`config.mk`:
```
export PLATFORM = sky130hd
export DESIGN_NAME = serial_link_scheduler
export DESIGN_NICKNAME = d
export VERILOG_FILES = /design/src/rtl/serial_link_scheduler.sv
export SDC_FILE = /design/constraint.sdc
export NUM_CORES = 1
export LEC_CHECK = 0
export CORE_MARGIN = 4
export CORE_UTILIZATION = 45
export DETAILED_ROUTE_END_ITERATION = 6
export GPL_TIMING_DRIVEN = 1
export PLACE_DENSITY = 0.75
export SLEW_MARGIN = 20
export SYNTH_ARGS = -nofsm -noshare
export SYNTH_HDL_FRONTEND = slang
export SYNTH_SLANG_ARGS = --single-unit
```
`constraint.sdc`:
```
create_clock -name clk -period 2.6 [get_ports clk]
set_input_delay 0.26 -clock clk [delete_from_list [all_inputs] [get_ports clk]]
set_output_delay 0.26 -clock clk [all_outputs]
set_load 0.02 [all_outputs]
```
`src/rtl/serial_link_scheduler.sv`:
```
`default_nettype none
// ============================================================================
// Module  : serial_link_scheduler
// Brief   : Round-robin scheduler (urgent override) for one shared serial
//           status transmitter, with frame timing and idle refresh.
// Revision: 1.0
// ============================================================================
module serial_link_scheduler #(
  parameter int NUM_REQ        = 4,
  parameter int DATA_W         = 4,
  parameter int GAP_CYCLES     = 2,
  parameter int REFRESH_CYCLES = 1000,
  parameter int URGENT_EN      = 1
) (
  input  logic                       clk,
  input  logic                       reset,
  input  logic [NUM_REQ-1:0]         req,
  input  logic [NUM_REQ*DATA_W-1:0]  req_data,
  output logic [NUM_REQ-1:0]         ack,
  output logic                       tx_init,
  output logic [DATA_W-1:0]          tx_state,
  output logic                       busy,
  output logic                       frame_done,
  output logic [$clog2(NUM_REQ)-1:0] last_src
);

  localparam int PW      = $clog2(NUM_REQ);
  localparam int CNT_MAX = (DATA_W > GAP_CYCLES) ? DATA_W : GAP_CYCLES;
  localparam int CW      = $clog2(CNT_MAX + 1);
  localparam int RW      = (REFRESH_CYCLES < 1) ? 1 : $clog2(REFRESH_CYCLES + 1);

  typedef enum logic [1:0] {
    S_IDLE  = 2'd0,
    S_START = 2'd1,
    S_SEND  = 2'd2,
    S_GAP   = 2'd3
  } state_t;

  state_t              state_q, state_d;
  logic [CW-1:0]       cnt_q, cnt_d;
  logic [PW-1:0]       ptr_q, ptr_d;
  logic [RW-1:0]       rcnt_q, rcnt_d;
  logic [NUM_REQ-1:0]  ack_q, ack_d;
  logic                tx_init_q, tx_init_d;
  logic [DATA_W-1:0]   tx_state_q, tx_state_d;
  logic                busy_q, busy_d;
  logic                frame_done_q, frame_done_d;
  logic [PW-1:0]       last_src_q, last_src_d;

  logic [PW:0]         rr_sum;
  logic [PW-1:0]       rr_cand;
  logic [PW-1:0]       rr_idx;
  logic [PW-1:0]       grant_idx;
  logic                refresh_fire;

  // Scan downward so the last hit is the nearest request at/after the pointer.
  always_comb begin
    rr_sum  = '0;
    rr_cand = '0;
    rr_idx  = '0;
    for (int k = NUM_REQ - 1; k >= 0; k--) begin
      rr_sum = {1'b0, ptr_q} + (PW+1)'(k);
      if (rr_sum >= (PW+1)'(NUM_REQ)) begin
        rr_sum = rr_sum - (PW+1)'(NUM_REQ);
      end
      rr_cand = rr_sum[PW-1:0];
      if (req[rr_cand]) begin
        rr_idx = rr_cand;
      end
    end
    grant_idx    = ((URGENT_EN != 0) && req[0]) ? '0 : rr_idx;
    refresh_fire = (REFRESH_CYCLES != 0) && (int'(rcnt_q) == REFRESH_CYCLES - 1);
  end

  always_comb begin
    state_d    = state_q;
    cnt_d      = cnt_q;
    ptr_d      = ptr_q;
    rcnt_d     = rcnt_q;
    ack_d      = '0;
    tx_state_d = tx_state_q;
    last_src_d = last_src_q;
    case (state_q)
      S_IDLE: begin
        if (|req) begin
          state_d            = S_START;
          tx_state_d         = req_data[grant_idx*DATA_W +: DATA_W];
          last_src_d         = grant_idx;
          ptr_d              = (int'(grant_idx) == NUM_REQ - 1) ? '0 : grant_idx + 1'b1;
          ack_d[grant_idx]   = 1'b1;
          rcnt_d             = '0;
        end else if (refresh_fire) begin
          // Refresh re-sends the held word and source; pointer stays put.
          state_d = S_START;
          rcnt_d  = '0;
        end else if (rcnt_q != '1) begin
          rcnt_d = rcnt_q + 1'b1;
        end
      end
      S_START: begin
        state_d = S_SEND;
        cnt_d   = CW'(DATA_W);
      end
      S_SEND: begin
        if (cnt_q == CW'(1)) begin
          state_d = S_GAP;
          cnt_d   = CW'(GAP_CYCLES);
        end else begin
          cnt_d = cnt_q - 1'b1;
        end
      end
      S_GAP: begin
        if (cnt_q == CW'(1)) begin
          state_d = S_IDLE;
        end else begin
          cnt_d = cnt_q - 1'b1;
        end
      end
      default: state_d = S_IDLE;
    endcase
    tx_init_d    = (state_q == S_START);
    busy_d       = (state_d != S_IDLE);
    frame_done_d = (state_d == S_GAP) && (cnt_d == CW'(1));
  end

  always_ff @(posedge clk or posedge reset) begin
    if (reset) begin
      state_q      <= S_IDLE;
      cnt_q        <= '0;
      ptr_q        <= '0;
      rcnt_q       <= '0;
      ack_q        <= '0;
      tx_init_q    <= 1'b0;
      tx_state_q   <= '0;
      busy_q       <= 1'b0;
      frame_done_q <= 1'b0;
      last_src_q   <= '0;
    end else begin
      state_q      <= state_d;
      cnt_q        <= cnt_d;
      ptr_q        <= ptr_d;
      rcnt_q       <= rcnt_d;
      ack_q        <= ack_d;
      tx_init_q    <= tx_init_d;
      tx_state_q   <= tx_state_d;
      busy_q       <= busy_d;
      frame_done_q <= frame_done_d;
      last_src_q   <= last_src_d;
    end
  end

  assign ack        = ack_q;
  assign tx_init    = tx_init_q;
  assign tx_state   = tx_state_q;
  assign busy       = busy_q;
  assign frame_done = frame_done_q;
  assign last_src   = last_src_q;

endmodule
`default_nettype wire

```
==> impl_results.md <==
- Total Die Area: 4660 um^2
- Total routing resource utilization after global routing: 0.184
- Root buffer cell: sky130_fd_sc_hd__clkbuf_4
- Part of the cycle the worst path needs: 0.762
- Clock transition at the registers of the reported paths: 0.11 ns
- Power Density: 876 nW/um^2
- Crit path max-delay family: compound AO/OA/AOI/OAI gates
- Area inside the core boundary: 3420 um^2
- Final standard cell area without fillers: 2120 um^2
- Die Span Y: 68.2 um
- Vias per std cell: 5.35
- Total of max-cap violations: 0
- Post-cts hold buffer count: 0
- Worst-case clock buffer depth: 2
- Category of the most critical setup path: reg -> reg
- Pin count of the biggest net entering global routing: 31
- Inserted Clock Buffers: 5
- Max stage delay cell, worst path: sky130_fd_sc_hd__a211oi_2
- Post-DP Area: 2010 um^2
- Unrepaired setup endpoints after global routing: no
- Count of cells resized by post-cts repair: 0
- Number of H-tree levels: 2
- Number of nets with antenna violations after detailed routing: 0
- First-pass GRT wire length: 6.20 mm
- Final routed wire length divided by cell count: 14.2 um
- Fillcell total: 287
- Boundary pin count: 35
- Number of nets at the end of the flow: 235
- Critical Path AT: 2.19 ns
- CP dominant cell by count: sky130_fd_sc_hd__inv_1
- Yosys reg bits: 30
- Clock Skews: 0.0158 ns
- Final count of pins violating max slew: 0
- Kind of end point of the critical path: flip-flop
- Clock insertion delay at the later pin of the skew report: 0.34 ns
- Worst Hold Class: in -> async
- Max FO, Critical Path: 7
- Static leakage power: 0.921 nW
- Initial antenna violation count: 0
- Worst slew margin relative to its limit: 0.641
- Initial core utilization: 0.478
- Post-layout minimum cycle time: 1.98 ns
- Register area share after synthesis: 0.460
- Congestion Overflow GR: 0
- Synth unique cells: 43
- Outcome: complete, no violations
- Cell breakdown of the critical path: inv_1 -> o21ai_0 -> a211oi_2 -> inv_1 -> a2111oi_0 -> a211oi_1
- Worst setup slack before clock tree synthesis: 0.403 ns
- TritonCTS sink count: 30
- Post-detailed-route DRC marker count: 0
- Measured slew at the worst slew-check pin: 0.537 ns
- Setup Viol. Count Final: 0
- Synth Cell Area: 1630 um^2
- Most used cells in the layout excluding fill and tap cells: sky130_fd_sc_hd__clkdlybuf4s50_1 (34), sky130_fd_sc_hd__dfrtp_1 (30), sky130_fd_sc_hd__nor2_1 (22), sky130_fd_sc_hd__nand2_1 (10), sky130_fd_sc_hd__a21oi_1 (10)
- Count of buffers added by post-CTS timing repair for setup: 0
- Most common cell after layout, fill and taps aside: sky130_fd_sc_hd__clkdlybuf4s50_1
- Share of post-route cells with drive strength above 1: 0.0971
- Worst-case setup margin in the final layout: 0.620 ns
- Total Neg Setup Slack: 0 ns
- Final hold violation count: 0
- Synthesized area per cell: 9.72 um^2
- Area growth, synth to finish: 29.8%
- Number of rows in the core area: 21
- Quantity of I/O buffers inserted on ports: 34
- Count of TritonRoute iterations in the first routing pass: 4
- Required @ worst endpoint: 2.81 ns
- Antenna Cells: 0
- Maximum clock frequency: 505 MHz
- Last weighted congestion value of the routability-driven placer: 0.853
- Vias in the first global route: 1417
- Kind of start point of the critical path: flip-flop
- Peak VDD IR: 506 uV
- Vias: 1349
- Nets in the synthesized netlist: 198
- Wire length reported by the detailed router: 3.58 mm
- Crit-path max cell delay: 0.50 ns
- Instance count of the mapped netlist: 168
- DP HPWL: 2.74 mm
- Number of DRC violations after detailed-routing iteration 0: 50
- X dimension of the die: 68.2 um
- Worst path bufs/invs: 2
- Clock tree from TritonCTS: yes
- Synthesis Warnings: 0
power by group:
group	internal, W	leakage [nW]	switching [W]
Combinational	0.000305	0.481	0.000360
Clock	0.000326	0.0585	0.000164
Sequential	0.000593	0.382	0.000109
Total	0.00122	0.921	0.000633
logic make-up after synthesis:
family,Yosys count,share of synthesized area
flops,30,0.460
simple gates,67,0.216
fa+ha+maj,8,0.0613
buf+inv,14,0.0391
xor+xnor,6,0.0322
mux,2,0.0130
compound gates,41,0.179
worst reg2reg max path, cell delays in order (launching register included):
cell                        delay [ns]
sky130_fd_sc_hd__dfrtp_1          0.38
sky130_fd_sc_hd__inv_1            0.09
sky130_fd_sc_hd__o21ai_0          0.11
sky130_fd_sc_hd__a211oi_2         0.50
sky130_fd_sc_hd__inv_1            0.24
sky130_fd_sc_hd__a2111oi_0        0.44
sky130_fd_sc_hd__a211oi_1         0.09
synthesized netlist by cell type (all sizes together):
master | instances | area (um^2)
a2111oi | 4 | 35.0
a211oi | 7 | 57.6
a21boi | 4 | 30.0
a21o | 2 | 15.0
a21oi | 10 | 50.1
a221o | 1 | 10.0
a22o | 1 | 8.76
a31oi | 2 | 12.5
and2 | 1 | 6.26
and3 | 8 | 52.6
buf | 4 | 26.3
clkbuf | 1 | 3.75
dfrtp | 30 | 751
ha | 8 | 100
inv | 9 | 33.8
mux2 | 1 | 11.3
mux2i | 1 | 10.0
nand2 | 11 | 43.8
nand2b | 2 | 12.5
nand3 | 5 | 30.0
nand4 | 4 | 31.3
nor2 | 23 | 93.8
nor2b | 1 | 6.26
nor3 | 4 | 20.0
nor3b | 1 | 7.51
nor4 | 2 | 12.5
o211ai | 1 | 7.51
o21ai | 7 | 35.0
o221ai | 1 | 8.76
o31ai | 1 | 21.3
or2 | 3 | 18.8
or3 | 2 | 17.5
xnor2 | 4 | 35.0
xor2 | 2 | 17.5
per-stage QoR:
stage / power [W] / utilization / hold WS [ns] / std cells
after floorplan: 0.00114 / - / 0.351 / 168
after global placement: 0.00134 / 0.588 / 0.464 / 244
after detailed placement: 0.00138 / 0.588 / 0.469 / 244
after CTS: 0.00187 / 0.621 / 0.277 / 252
after global routing: 0.00199 / 0.621 / 0.281 / 252
final: 0.00186 / 0.621 / 0.277 / 252
per-layer routing:
layer  global-route usage  wire length [um]  vias to the layer above  share of wire
met5                    0                 0                        -              0
met1                0.210              1550                      614           0.43
met3               0.0690               215                        8          0.060
met4               0.0844                75                        0          0.021
li1                     -                 -                      674              -
met2                0.303              1740                       53           0.49
worst paths after layout:
| path | cells after the start | start | to | slack [ns] |
|---|---|---|---|---|
| setup / recovery | 6 | ptr_q[0] | tx_state[2] | 0.62 |
| hold / removal | 3 | reset | cnt_q[1] | 0.28 |
| setup reg to reg | 6 | ptr_q[0] | tx_state[2] | 0.62 |
| hold reg to reg | 2 | last_src[1] | last_src[1] | 0.49 |
| max in group asynchronous | 3 | reset | rcnt_q[5] | 2.04 |
| min in group clk | 2 | last_src[1] | last_src[1] | 0.49 |
registers in the layout (all words and copies together), names as in the netlist:
register    count
ack             4
busy            1
cnt_q           3
frame_done      1
last_src        2
ptr_q           2
rcnt_q         10
state_q         2
tx_init         1
tx_state        4
area by class of cell:
type / instances / area (um^2) / share of cell area
clock buffers: 6 / 51.3 / 0.0242
well taps: 46 / 57.6 / 0.0272
inverters: 9 / 33.8 / 0.0159
repair buffers: 35 / 348 / 0.164
multi-input cells: 124 / 818 / 0.386
flip-flops and latches: 30 / 751 / 0.354
clock inverters: 2 / 60.1 / 0.0283
Note: power is estimated with default switching activity, not from simulation.
